===== config.mk =====
export PLATFORM = sky130hd
export DESIGN_NAME = psm_phase_gen
export DESIGN_NICKNAME = d
export VERILOG_FILES = /design/src/rtl/psm_phase_gen_pkg.sv /design/src/rtl/psm_leg_cmp.sv /design/src/rtl/psm_phase_gen.sv
export SDC_FILE = /design/constraint.sdc
export NUM_CORES = 1
export LEC_CHECK = 0
export ABC_AREA = 1
export BUFFER_PORTS_ARGS = -buffer_cell sky130_fd_sc_hd__buf_4
export CORE_UTILIZATION = 45
export DETAILED_ROUTE_END_ITERATION = 6
export SLEW_MARGIN = 15
export SYNTH_ARGS = -nofsm -noshare
export SYNTH_HDL_FRONTEND = slang
export SYNTH_SLANG_ARGS = --single-unit

===== constraint.sdc =====
create_clock -name CLK -period 5.1 [get_ports CLK]
set_clock_uncertainty 0.2 [all_clocks]
set_input_delay 0 -clock CLK [delete_from_list [all_inputs] [get_ports CLK]]
set_output_delay 0 -clock CLK [all_outputs]
set_load 0.02 [all_outputs]

===== src/rtl/psm_phase_gen_pkg.sv =====
// rtl/psm_phase_gen_pkg.sv - shared constants and FSM encoding for the phase-shift carrier
package psm_phase_gen_pkg;
  localparam int BITS_DATA_DEF = 16;
  localparam int BITS_DT_DEF   = 8;
  localparam int HP_MIN        = 2;

  typedef enum logic {
    IDLE = 1'b0,
    RUN  = 1'b1
  } psm_state_t;
endpackage


===== src/rtl/psm_leg_cmp.sv =====
// rtl/psm_leg_cmp.sv - registered leg comparator: high while the offset position is in the first half-period
module psm_leg_cmp #(
  parameter int BITS_DATA = 16
) (
  input  logic                 clk,
  input  logic                 rst_n,
  input  logic                 en,
  input  logic [BITS_DATA:0]   cnt,
  input  logic [BITS_DATA-1:0] hp,
  input  logic [BITS_DATA-1:0] ofs,
  output logic                 leg
);
  logic [BITS_DATA:0] hp_w, ofs_w, per, pb;

  // When cnt + per overflows, the modular wrap still yields the correct position.
  always_comb begin
    hp_w  = {1'b0, hp};
    ofs_w = {1'b0, ofs};
    per   = hp_w << 1;
    pb    = (cnt >= ofs_w) ? (cnt - ofs_w) : (cnt + per - ofs_w);
  end

  always_ff @(posedge clk or negedge rst_n) begin
    if (!rst_n) begin
      leg <= 1'b0;
    end else begin
      leg <= en && (pb < hp_w);
    end
  end
endmodule


===== src/rtl/psm_phase_gen.sv =====
// rtl/psm_phase_gen.sv - two-leg phase-shifted square wave generator with period-boundary shadow loads
module psm_phase_gen
  import psm_phase_gen_pkg::*;
#(
  parameter int BITS_DATA = BITS_DATA_DEF
) (
  input  logic                 CLK,
  input  logic                 RST,
  input  logic                 iEN,
  input  logic [BITS_DATA-1:0] iFREQUENCY,
  input  logic [BITS_DATA-1:0] iPHASE,
  output logic                 oPSM_A,
  output logic                 oPSM_B,
  output logic                 oSYNC
);
  localparam logic [BITS_DATA-1:0] HP_MIN_W = BITS_DATA'(HP_MIN);
  localparam logic [BITS_DATA:0]   CNT_ONE  = (BITS_DATA+1)'(1);

  psm_state_t           state, state_nx;
  logic [BITS_DATA:0]   cnt, cnt_nx, per;
  logic [BITS_DATA-1:0] hp_s, ph_s, hp_ld, ph_ld;
  logic                 load, run, wrap;

  always_comb begin
    hp_ld    = (iFREQUENCY < HP_MIN_W) ? HP_MIN_W : iFREQUENCY;
    ph_ld    = (iPHASE > hp_ld) ? hp_ld : iPHASE;
    per      = {1'b0, hp_s} << 1;
    wrap     = (cnt == per - CNT_ONE);
    run      = (state == RUN) && iEN;
    state_nx = state;
    cnt_nx   = cnt;
    load     = 1'b0;
    case (state)
      IDLE: begin
        cnt_nx = '0;
        if (iEN) begin
          state_nx = RUN;
          load     = 1'b1;
        end
      end
      RUN: begin
        // Dropping enable aborts the period outright; no completion is waited for.
        if (!iEN) begin
          state_nx = IDLE;
          cnt_nx   = '0;
        end else if (wrap) begin
          cnt_nx = '0;
          load   = 1'b1;
        end else begin
          cnt_nx = cnt + CNT_ONE;
        end
      end
      default: begin
        state_nx = IDLE;
        cnt_nx   = '0;
      end
    endcase
  end

  always_ff @(posedge CLK or negedge RST) begin
    if (!RST) begin
      state <= IDLE;
      cnt   <= '0;
      hp_s  <= HP_MIN_W;
      ph_s  <= '0;
      oSYNC <= 1'b0;
    end else begin
      state <= state_nx;
      cnt   <= cnt_nx;
      oSYNC <= run && (cnt == '0);
      if (load) begin
        hp_s <= hp_ld;
        ph_s <= ph_ld;
      end
    end
  end

  psm_leg_cmp #(.BITS_DATA(BITS_DATA)) u_leg_a (
    .clk   (CLK),
    .rst_n (RST),
    .en    (run),
    .cnt   (cnt),
    .hp    (hp_s),
    .ofs   ('0),
    .leg   (oPSM_A)
  );

  psm_leg_cmp #(.BITS_DATA(BITS_DATA)) u_leg_b (
    .clk   (CLK),
    .rst_n (RST),
    .en    (run),
    .cnt   (cnt),
    .hp    (hp_s),
    .ofs   (ph_s),
    .leg   (oPSM_B)
  );
endmodule


==> summary.txt, run 1 <==
Outcome
  • Outcome: finished clean

Layout
  • Area Overhead vs Synth: 17.2%
  • Fillcell total: between 1500 and 2000
  • Final-stage net count: around 1300
  • Layout cells sized above 1: 6.24%
  • FF+latch area: approximately 1300 um2
  • Post-route insts no fill: between 1000 and 1500
  • Multi-input gate area: around 4700 um2
  • Post-route cell area: between 7000 and 8000 um2
  • N_diodes: 0

Setup path
  • Critical R2R Capture: u_leg_b.leg$_DFF_PN0_
  • R2R setup slack: just under 0.4 ns
  • CP Class: register to register
  • CP startpoint kind: register
  • CP endpoint kind: register
  • CP max FO: 5
  • R2R Path Start: hp_s[1]$_DFFE_PN1P_
  • CP startpoint: hp_s[1]$_DFFE_PN1P_
  • Worst reg2reg path depth: 24
  • CP arrival: between 4 and 5 ns
  • Crit path required time: a little over 5 ns

STA
  • Fin. max-slew vios: 0
  • Rel. slew slack: 41.2%
  • Final setup violation count: 0
  • Hold slack: roughly 0.079 ns
  • Fmax: ~210 MHz
  • Fin crit share: between 90 and 100%
  • Final Hold Fails: 0
  • Final min period: 4.71 ns
  • Worst slew pin tran: slightly below 0.9 ns

Detailed routing
  • Top sig layer: met4
  • DR WL met3: ~950 um
  • Post-route ant nets: 0
  • DR WL/cell: 16.0 um
  • Met2 wire length: slightly below 10 mm
  • Initial DRT Pass Iterations: 5
  • Vias/cell: 5.41
  • Routed WL: between 20 and 25 mm
  • Met1 WL: ~9.5 mm
  • DRC: 0
  • Via count: roughly 7100
  • Initial DRC Count: between 400 and 500

Worst hold path
  • Hold Path Class: primary input to asynchronous set/reset pin

Run
  • MaxCap Viol Count: 0

Pwr
  • Worst vdd ir: roughly 0.17 mV
  • Power Density: around 250 nW/um2
  • Leak: 0.00428 uW
  • Design Power: around 2000 uW

Clocking
  • Clock root buffer: clkbuf_16
  • CTS tree: yes
  • Max Buffers Root-to-Sink: 2
  • H-tree Lvls: 2
  • Worst-skew pair later-pin latency: 0.30 ns
  • Sink Count: 53
  • CTS Buf Count: 5
  • Clk slew on worst S/H paths: roughly 0.070 ns

Logic synthesis
  • Yosys top cell area share: ~19%
  • Mapped Cells: 1033
  • Post-synth EDFFs: 0
  • Cell variety after synth: between 40 and 50
  • Flops & latches, synth: 53
  • Post-synthesis area per instance: 6.50 um2
  • Main area contributors after synthesis: dfrtp_1 19%, ha_1 18%, nand2_1 16%
  • Synthesized area: roughly 6700 um2
  • Synth Flop Type: dfrtp_1
  • Async SR Flop Fraction: between 90% and 100%
  • Syn_nets: 1166
  • Yosys warning total: 0
  • Seq/Total Area, Yosys: between 10% and 20%
  • Largest area contributor in the synthesized netlist: dfrtp_1

Placed design
  • Placed inst area: between 7000 and 8000 um2
  • IO Port Bufs: 37
  • Final HPWL DP: about 17 mm
  • Gp weighted congestion: 0.956
  • Placed insts: 1249

GRT
  • Tot GR Track Use: 28.0%
  • First-pass GRT wire length: 32.5 mm
  • Initial antenna violation count: 0
  • Vias in the first global route: ~6600
  • Total grt overflow: 0
  • Pin count of the biggest net entering global routing: 54

Floorplanning
  • I/O Pins: 38
  • Die width: between 100 and 150 um
  • Starting Density: 46.2%
  • CORE AREA: ~15000 um2
  • Site Rows: 44
  • Die Y: 124 um
  • Die Area: between 15000 and 20000 um2
==> cells in the mapped netlist, types with 2 or more instances <==
master      n
nand3b_1    2
inv_1     147
buf_4       4
nor3b_1     2
nand4_1    16
a31oi_1     2
inv_2       2
buf_2       2
buf_6       3
a211oi_1    3
a21o_1      3
o21bai_1    6
buf_1       2
o21ai_0    55
o31ai_1     2
nand3_1   112
a21boi_0    2
a221oi_1    3
nor2_1     70
o211ai_1    3
clkinv_1    3
nor4_1      3
ha_1       95
dfrtp_1    52
nand2_4     2
a21oi_1    68
nor2_2      4
mux2i_1     4
xnor2_1    18
fa_1        3
xor2_1     28
nand2_1   281
clkbuf_1    6
nor3_1     16
==> layout make-up <==
type,count,area share [%]
clock buffers,7,1.81
clock inverters,1,0.382
inverters,152,7.26
multi-input cells,811,59.9
flip-flops and latches,53,16.9
well taps,184,2.93
repair buffers,97,10.8
==> per-stage QoR <==
step | setup WS, ns | setup TNS [ns] | util [%]
after floorplan | 0.850 | 0 | -
after global placement | 0.456 | 0 | 49.6
after detailed placement | 0.366 | 0 | 49.6
after CTS | 0.349 | 0 | 54.1
after global routing | -0.0953 | -0.0953 | 54.1
final | 0.390 | 0 | 54.1
==> placed cells by master (no fill, tap or decap), types with 2 or more instances in the layout <==
master | Yosys | routed
dfrtp_1 | 52 | 52
fa_1 | 3 | 3
o21ai_1 | 1 | 2
clkinv_1 | 3 | 3
inv_2 | 2 | 2
nand3b_1 | 2 | 2
a21boi_0 | 2 | 2
o31ai_1 | 2 | 2
xor2_1 | 28 | 28
o211ai_1 | 3 | 3
nand3_1 | 112 | 112
nand2_1 | 281 | 281
nor4_1 | 3 | 3
nor3_1 | 16 | 16
nand4_1 | 16 | 16
mux2i_1 | 4 | 4
nand2_4 | 2 | 2
a31oi_1 | 2 | 2
nor3b_1 | 2 | 2
buf_4 | 4 | 49
inv_1 | 147 | 147
nor2_2 | 4 | 4
nor2_1 | 70 | 70
xnor2_1 | 18 | 18
dlygate4sd3_1 | 0 | 48
o21ai_0 | 55 | 54
clkbuf_16 | 0 | 5
o21bai_1 | 6 | 6
a221oi_1 | 3 | 3
a21oi_1 | 68 | 67
ha_1 | 95 | 95
a21o_1 | 3 | 3
a211oi_1 | 3 | 3
==> worst max path at each step <==
stage,to,slack [ns]
3_3_place_gp,u_leg_b.leg$_DFF_PN0_,0.46
5_1_grt,u_leg_b.leg$_DFF_PN0_,-0.1
4_1_cts,u_leg_b.leg$_DFF_PN0_,0.35
3_5_place_dp,u_leg_b.leg$_DFF_PN0_,0.37
2_1_floorplan,u_leg_b.leg$_DFF_PN0_,0.85
6_report,u_leg_b.leg$_DFF_PN0_,0.39
==> routing by layer <==
layer / vias up / GRT usage (%)
met5: - / 0
met4: 0 / 10.3
met3: 39 / 2.34
met2: 171 / 48.1
met1: 3270 / 36.5
li1: 3576 / -
==> worst max-delay path: stages (launching register included) <==
cell      delay (ns)
dfstp_2         0.57
inv_1           0.11
fa_1            0.44
o21ai_0         0.30
buf_4           0.18
xor2_1          0.06
ha_1            0.35
nand2_1         0.08
nor3_1          0.22
a21oi_2         0.15
o21ai_0         0.40
nand2_1         0.16
nand2_1         0.11
xnor2_1         0.11
mux2i_1         0.10
ha_1            0.33
a21oi_1         0.14
nor2_1          0.06
a211oi_1        0.20
nand2_1         0.09
nand3_1         0.07
nand2_1         0.05
nand2_1         0.05
nand3_1         0.06
nor2_1          0.09
==> what timing repair did <==
item / CTS / global route
endpoints found under the setup margin: 0 / 1
hold buffers: 48 / 0
buffers inserted: 0 / 0
gates resized for setup: 0 / 2
hold endpoints to repair: 86 / 0
==> sequential cells by signal, indices dropped and copies added (netlist names) <==
register and count:
u_leg_a.leg 1, state 1, ph_s 16, u_leg_b.leg 1, oSYNC 1, hp_s 16, cnt 17
==> cells by family (layout without fill, tap and decap cells) <==
group | Yosys count | after routing | share of synthesized area (%)
compound gates | 151 | 151 | 12.4
xor+xnor | 46 | 46 | 6.00
fa+ha+maj | 98 | 98 | 18.6
buf+inv | 169 | 257 | 10.0
flops | 53 | 53 | 19.8
mux | 4 | 4 | 0.597
simple gates | 512 | 512 | 32.6
==> power by group <==
| group | internal, uW | switching (uW) |
|---|---|---|
| registers | 461 | 49.8 |
| clock network | 246 | 158 |
| logic | 411 | 660 |
| total | 1120 | 868 |
Note: power is estimated with default switching activity, not from simulation.
==> inputs of run 2 (changes only) <==
--- a/config.mk
+++ b/config.mk
@@ -5,7 +5,6 @@
 export SDC_FILE = /design/constraint.sdc
 export NUM_CORES = 1
 export LEC_CHECK = 0
-export ABC_AREA = 1
 export BUFFER_PORTS_ARGS = -buffer_cell sky130_fd_sc_hd__buf_4
 export CORE_UTILIZATION = 45
 export DETAILED_ROUTE_END_ITERATION = 6
==> summary.txt, run 2 <==
GRT
  • Initial antenna violation count: 0 (unchanged)
  • Tot GR Track Use: 26.5% (was 28.0%)
  • Vias in the first global route: 5526 (was 6618)
  • Pin count of the biggest net entering global routing: 54 (unchanged)
  • Total grt overflow: 0 (unchanged)
  • First-pass GRT wire length: 29.5 mm (was 32.5 mm)

Logic synthesis
  • Synthesized area: 6320 um2 (was 6710 um2)
  • Yosys warning total: 0 (unchanged)
  • Syn_nets: 871 (was 1166)
  • Post-synth EDFFs: 0 (unchanged)
  • Yosys top cell area share: 20.6% (was 19.4%)
  • Seq/Total Area, Yosys: 21.0% (was 19.8%)
  • Main area contributors after synthesis: dfrtp_1 21%, ha_1 19%, mux2i_1 7.8% (was dfrtp_1 19%, ha_1 18%, nand2_1 16%)
  • Flops & latches, synth: 53 (unchanged)
  • Post-synthesis area per instance: 8.57 um2 (was 6.50 um2)
  • Count leader, synth: ha_1 (was nand2_1)
  • Async SR Flop Fraction: 100% (unchanged)
  • Synth Flop Type: dfrtp_1 (unchanged)
  • Top cells by count, synth: 95 x ha_1, 67 x inv_1, 52 x dfrtp_1, 52 x nor2_1, 51 x a21oi_1 (was 281 x nand2_1, 147 x inv_1, 112 x nand3_1)
  • Largest area contributor in the synthesized netlist: dfrtp_1 (unchanged)
  • Mapped Cells: 738 (was 1033)
  • Cell variety after synth: 67 (was 43)

STA
  • Rel. slew slack: 19.6% (was 41.2%)
  • Final setup violation count: 0 (unchanged)
  • RSZ-0062 raised after global routing: false
  • Fin. max-slew vios: 0 (unchanged)
  • Hold slack: 0.0926 ns (was 0.0786 ns)
  • Fin Setup TNS: 0 ns (unchanged)
  • Fin crit share: 92.2% (was 92.4%)
  • Fmax: 213 MHz (was 212 MHz)
  • Final min period: 4.70 ns (was 4.71 ns)
  • Worst slew pin tran: 1.19 ns (was 0.880 ns)
  • Final Hold Fails: 0 (unchanged)

Floorplanning
  • CORE AREA: 13500 um2 (was 14500 um2)
  • I/O Pins: 38 (unchanged)
  • Site Rows: 42 (was 44)
  • Die Y: 121 um (was 124 um)
  • Starting Density: 47.0% (was 46.2%)
  • Die width: 121 um (was 124 um)
  • Die Area: 14500 um2 (was 15400 um2)

Layout
  • Post-route insts no fill: 995 (was 1305)
  • Layout cells sized above 1: 12.1% (was 6.24%)
  • Area Overhead vs Synth: 16.9% (was 17.2%)
  • Max reg flops: 17 (unchanged)
  • Final-stage net count: 951 (was 1253)
  • Post-route cell area: 7390 um2 (was 7860 um2)
  • Largest registers: cnt: 17 flops, hp_s: 16 flops, ph_s: 16 flops (unchanged)
  • Commonest non-fill, non-tap cell in the layout: ha_1 (was nand2_1)
  • Fillcell total: 1288 (was 1516)
  • N_diodes: 0 (unchanged)
  • Multi-input gate area: 4650 um2 (was 4710 um2)
  • FF+latch area: 1330 um2 (unchanged)
  • Commonest non-fill, non-tap cells in the layout: 95 x ha_1, 67 x inv_1, 55 x buf_4, 52 x nor2_1, 52 x dfrtp_1 (was 281 x nand2_1, 147 x inv_1, 112 x nand3_1, 95 x ha_1, 70 x nor2_1)
  • Largest Register: cnt (unchanged)
  • Fin util: 54.9% (was 54.1%)

Clocking
  • H-tree Lvls: 2 (unchanged)
  • Worst-skew pair later-pin latency: 0.30 ns (about the same)
  • CTS Buf Count: 5 (unchanged)
  • Post-CTS setup buffer count: 0 (unchanged)
  • Sink Count: 53 (unchanged)
  • CTS tree: yes (unchanged)
  • Clk slew on worst S/H paths: 0.07 ns (about the same)
  • Clock root buffer: clkbuf_16 (unchanged)
  • Max Buffers Root-to-Sink: 2 (unchanged)

Setup path
  • CP arrival: 4.67 ns (was 4.74 ns)
  • CP max stage delay: 0.68 ns (was 0.57 ns)
  • CP max FO: 9 (was 5)
  • CP Class: primary input to register (was register to register)
  • Slowest-stage cell, CP: nor4_1 (was dfstp_2)
  • Crit path required time: 5.07 ns (was 5.13 ns)
  • CP endpoint kind: register (unchanged)
  • Worst-path cell chain: dlygate4sd3_1 -> buf_4 -> nor4_1 -> nand4_1 -> nand2b_1 -> inv_1 -> ha_1 -> nand4_1 -> nor2_1 -> nor4_1 -> a221o_1 -> o311ai_0 -> o31ai_4 -> buf_4 -> mux2i_1 -> dlygate4sd3_1 -> mux2i_1 (was inv_1 -> fa_1 -> o21ai_0 -> buf_4 -> xor2_1 -> ha_1 -> nand2_1 -> nor3_1 -> a21oi_2 -> o21ai_0 -> nand2_1 -> nand2_1 -> xnor2_1 -> mux2i_1 -> ha_1 -> a21oi_1 -> nor2_1 -> a211oi_1 -> nand2_1 -> nand3_1 -> nand2_1 -> nand2_1 -> nand3_1 -> nor2_1)
  • CP startpoint kind: primary input (was register)

Detailed routing
  • Initial DRC Count: 368 (was 468)
  • Vias/cell: 5.68 (was 5.41)
  • Post-route ant nets: 0 (unchanged)
  • Routed WL: 18.3 mm (was 20.9 mm)
  • DR WL/cell: 18.4 um (was 16.0 um)
  • Via count: 5649 (was 7056)
  • Initial DRT Pass Iterations: 5 (unchanged)
  • DRC: 0 (unchanged)

Placed design
  • Placed insts: 952 (was 1249)
  • IO Port Bufs: 37 (unchanged)
  • Final HPWL DP: 14.7 mm (was 17.1 mm)
  • Gp weighted congestion: 0.934 (was 0.956)
  • Placed inst area: 6820 um2 (was 7210 um2)

Pwr
  • Power Density: 279 nW/um2 (was 253 nW/um2)
  • Worst vdd ir: 0.126 mV (was 0.175 mV)
  • Leak: 0.00364 uW (was 0.00428 uW)

Worst hold path
  • Hold Path Class: primary input to asynchronous set/reset pin (unchanged)

Outcome
  • Outcome: finished clean (unchanged)

Run
  • MaxCap Viol Count: 0 (unchanged)
run 2: stage by stage:
step | setup WS [ns] | power, uW
2_1_floorplan | 0.523 | 1330
3_3_place_gp | 0.388 | 1560
3_5_place_dp | 0.269 | 1590
4_1_cts | 0.231 | 2040
5_1_grt | 0.00337 | 2230
6_report | 0.400 | 2060
run 2: final cells by class:
type	instances	area share (%)
clock buffers	6	1.88
clock inverters	2	0.508
inverters	67	3.40
multi-input cells	601	62.9
flip-flops and latches	53	18.0
well taps	176	2.98
repair buffers	90	10.3
run 2: layer usage:
metal | global-route usage [%] | part of all wire, % | vias to the layer above
met2 | 41.9 | 45 | 141
met3 | 2.55 | 4.0 | 28
met4 | 6.71 | 2.0 | 0
met1 | 38.5 | 49 | 2685
met5 | 0 | 0 | -
li1 | - | - | 2795
run 2: kinds of logic after synthesis:
| family | after synthesis | synth area share [%] |
|---|---|---|
| buffers and inverters | 84 | 6.19 |
| XOR/XNOR | 74 | 10.4 |
| multiplexers | 53 | 8.59 |
| adder cells (fa/ha/maj) | 98 | 19.8 |
| flip-flops | 53 | 21.0 |
| AND/OR/NAND/NOR | 214 | 17.9 |
| AO/OA/AOI/OAI | 162 | 16.1 |
run 2: repair_timing:
action | 4_1_cts | 5_1_grt
endpoints found under the hold margin | 86 | 0
setup endpoints to repair | 0 | 1
hold buffers | 35 | 0
gates resized for setup | 0 | 11
run 2: final timing paths:
kind                                startpoint               endpoint  slack, ns  cells after the start
max                             iFREQUENCY[13]   ph_s[10]$_DFFE_PN0P_       0.40                     17
max in group asynchronous                  RST  u_leg_b.leg$_DFF_PN0_       4.13                      2
min in group CLK                           iEN        state$_DFF_PN0_       0.18                      2
max reg2reg                hp_s[1]$_DFFE_PN1P_  u_leg_b.leg$_DFF_PN0_       0.44                     23
min                                        RST       cnt[0]$_DFF_PN0_       0.09                      2
min reg2reg                ph_s[0]$_DFFE_PN0P_    ph_s[0]$_DFFE_PN0P_       0.34                      1
run 2: power by group:
part           total (uW)  internal (uW)  switching [uW]
clock                 412            246             166
sequential            511            470            41.2
combinational        1140            499             643
total                2060           1210             851
run 2: critical path: cells and delay by family:
family,cells,cell delay [ns]
simple gates,6,1.36
fa+ha+maj,1,0.27
mux,2,0.21
compound gates,3,1.11
buf+inv,5,1.69
==> inputs of run 3 (changes only) <==
==> constraint.sdc (replaced) <==
create_clock -name CLK -period 5.1 [get_ports CLK]
set_clock_uncertainty 0.2 [all_clocks]
set_input_delay 0.51 -clock CLK [delete_from_list [all_inputs] [get_ports CLK]]
set_output_delay 0.51 -clock CLK [all_outputs]
set_load 0.02 [all_outputs]
==> summary.txt, run 3 (synthesis results as in run 2) <==
Clocking
  • Sink Count: 53 (unchanged)
  • Clk slew on worst S/H paths: 0.08 ns (was 0.07 ns)
  • Hold Buf Count CTS: 0 (was 35)
  • Max Buffers Root-to-Sink: 2 (unchanged)
  • Clock root buffer: clkbuf_16 (unchanged)
  • Worst-skew pair later-pin latency: 0.30 ns (about the same)
  • H-tree Lvls: 2 (unchanged)
  • Post-CTS setup buffer count: 0 (unchanged)
  • CTS tree: yes (unchanged)
  • CTS Buf Count: 5 (unchanged)

STA
  • Fin crit share: 92.1% (was 92.2%)
  • RSZ-0062 raised after global routing: false (unchanged)
  • Final Hold Fails: 0 (unchanged)
  • Worst slew pin tran: 1.09 ns (was 1.19 ns)
  • Fmax: 213 MHz (about the same)
  • Final min period: 4.70 ns (about the same)
  • Fin. max-slew vios: 0 (unchanged)
  • Rel. slew slack: 26.2% (was 19.6%)
  • Fin Setup TNS: 0 ns (unchanged)
  • Final setup violation count: 0 (unchanged)

Floorplanning
  • Die Y: 121 um (unchanged)
  • Starting Density: 47.0% (unchanged)
  • Die Area: 14500 um2 (unchanged)
  • Site Rows: 42 (unchanged)
  • I/O Pins: 38 (unchanged)
  • CORE AREA: 13500 um2 (unchanged)
  • Die width: 121 um (unchanged)

Detailed routing
  • Initial DRC Count: 361 (was 368)
  • Initial DRT Pass Iterations: 5 (unchanged)
  • DRC: 0 (unchanged)
  • Post-route ant nets: 0 (unchanged)
  • Routed WL: 17.6 mm (was 18.3 mm)
  • Vias/cell: 5.68 (about the same)
  • Via count: 5458 (was 5649)
  • DR WL/cell: 18.3 um (was 18.4 um)

Pwr
  • Design Power: 2010 uW (was 2060 uW)
  • Leak: 0.00350 uW (was 0.00364 uW)
  • Worst vdd ir: 0.155 mV (was 0.126 mV)
  • Power Density: 287 nW/um2 (was 279 nW/um2)

Setup path
  • Worst-path cell chain: inv_1 -> fa_1 -> nor2b_1 -> o21ai_0 -> a21boi_1 -> o21ai_1 -> a21oi_1 -> a21oi_1 -> xnor2_1 -> ha_1 -> or3_1 -> o21ai_0 -> a311oi_1 -> nor3_1 -> xor2_1 -> mux2i_1 -> ha_1 -> a21oi_1 -> o21ai_0 -> nor3_1 -> o31ai_1 -> a211oi_1 (was dlygate4sd3_1 -> buf_4 -> nor4_1 -> nand4_1 -> nand2b_1 -> inv_1 -> ha_1 -> nand4_1 -> nor2_1 -> nor4_1 -> a221o_1 -> o311ai_0 -> o31ai_4 -> buf_4 -> mux2i_1 -> dlygate4sd3_1 -> mux2i_1)
  • CP startpoint kind: register (was primary input)
  • CP Class: register to register (was primary input to register)
  • CP max FO: 5 (was 9)
  • CP arrival: 4.71 ns (was 4.67 ns)
  • CP max stage delay: 0.56 ns (was 0.68 ns)
  • Crit path required time: 5.11 ns (was 5.07 ns)
  • CP endpoint kind: register (unchanged)
  • Slowest-stage cell, CP: dfstp_2 (was nor4_1)

GRT
  • Total grt overflow: 0 (unchanged)
  • Initial antenna violation count: 1 (was 0)
  • Tot GR Track Use: 25.3% (was 26.5%)
  • Vias in the first global route: 5342 (was 5526)
  • First-pass GRT wire length: 28.3 mm (was 29.5 mm)
  • Pin count of the biggest net entering global routing: 54 (unchanged)

Layout
  • Max reg flops: 17 (unchanged)
  • Post-route cell area: 7020 um2 (was 7390 um2)
  • Largest registers: cnt: 17 flops, hp_s: 16 flops, ph_s: 16 flops (unchanged)
  • Commonest non-fill, non-tap cells in the layout: 95 x ha_1, 67 x inv_1, 56 x buf_4, 52 x nor2_1 (was 95 x ha_1, 67 x inv_1, 55 x buf_4, 52 x nor2_1, 52 x dfrtp_1)
  • Layout cells sized above 1: 12.1% (about the same)
  • Final-stage net count: 917 (was 951)
  • Fillcell total: 1318 (was 1288)
  • Area Overhead vs Synth: 11.1% (was 16.9%)
  • Largest Register: cnt (unchanged)
  • N_diodes: 0 (unchanged)
  • Commonest non-fill, non-tap cell in the layout: ha_1 (unchanged)

Worst hold path
  • Hold Path Class: primary input to asynchronous set/reset pin (unchanged)

Placed design
  • IO Port Bufs: 37 (unchanged)
  • Gp weighted congestion: 0.934 (about the same)
  • Placed inst area: 6830 um2 (was 6820 um2)
  • Final HPWL DP: 14.7 mm (about the same)

Run
  • MaxCap Viol Count: 0 (unchanged)

Outcome
  • Outcome: finished clean (unchanged)
-- run 3: timing repair --
action,in CTS,in global routing
gates resized for setup,0,5
setup endpoints to repair,0,1
hold endpoints to repair,0,0
-- run 3: critical path, delay by kind of cell (launching register included) --
kind,cells,cell delay [ns]
compound gates,11,1.43
fa+ha+maj,3,1.09
simple gates,4,0.84
flops,1,0.56
xor+xnor,2,0.32
mux,1,0.10
buf+inv,1,0.07
-- run 3: stage by stage --
stage	util (%)	cells	hold WS, ns	worst slack [ns]
after global placement	50.8	953	0.315	0.387
final	52.2	961	0.0630	0.401
after floorplan	-	738	0.0144	0.523
after global routing	52.2	961	0.116	0.00181
after CTS	52.1	961	0.0891	0.227
after detailed placement	50.8	953	0.320	0.260
-- run 3: metal layers --
metal	vias up	part of all wire (%)	global-route usage, %
met5	-	0.074	0
met4	2	0.81	4.24
met2	119	45	41.5
met1	2610	50	36.5
met3	15	4.4	2.31
li1	2712	-	-
-- run 3: final cells by class --
cell class | instances | area (um2) | area share (%)
well taps | 176 | 220 | 3.14
flip-flops and latches | 53 | 1330 | 18.9
repair buffers | 56 | 420 | 5.99
clock buffers | 6 | 139 | 1.98
clock inverters | 2 | 37.5 | 0.535
inverters | 67 | 251 | 3.58
multi-input cells | 601 | 4620 | 65.9
-- run 3: worst paths after layout --
path                                startpoint                     to  slack [ns]  cells past startpoint
setup / recovery           hp_s[1]$_DFFE_PN1P_  u_leg_b.leg$_DFF_PN0_        0.40                     22
hold / removal                             RST       cnt[0]$_DFF_PN0_        0.06                      1
setup reg to reg           hp_s[1]$_DFFE_PN1P_  u_leg_b.leg$_DFF_PN0_        0.40                     22
hold reg to reg            ph_s[0]$_DFFE_PN0P_    ph_s[0]$_DFFE_PN0P_        0.34                      1
max in group asynchronous                  RST    hp_s[2]$_DFFE_PN0P_        4.12                      1
min in group CLK                           iEN        state$_DFF_PN0_        0.15                      1
-- run 3: report_power, final --
group	switching (uW)	total (uW)	internal [uW]
Combinational	623	1090	471
Sequential	40.8	511	470
Clock	163	409	245
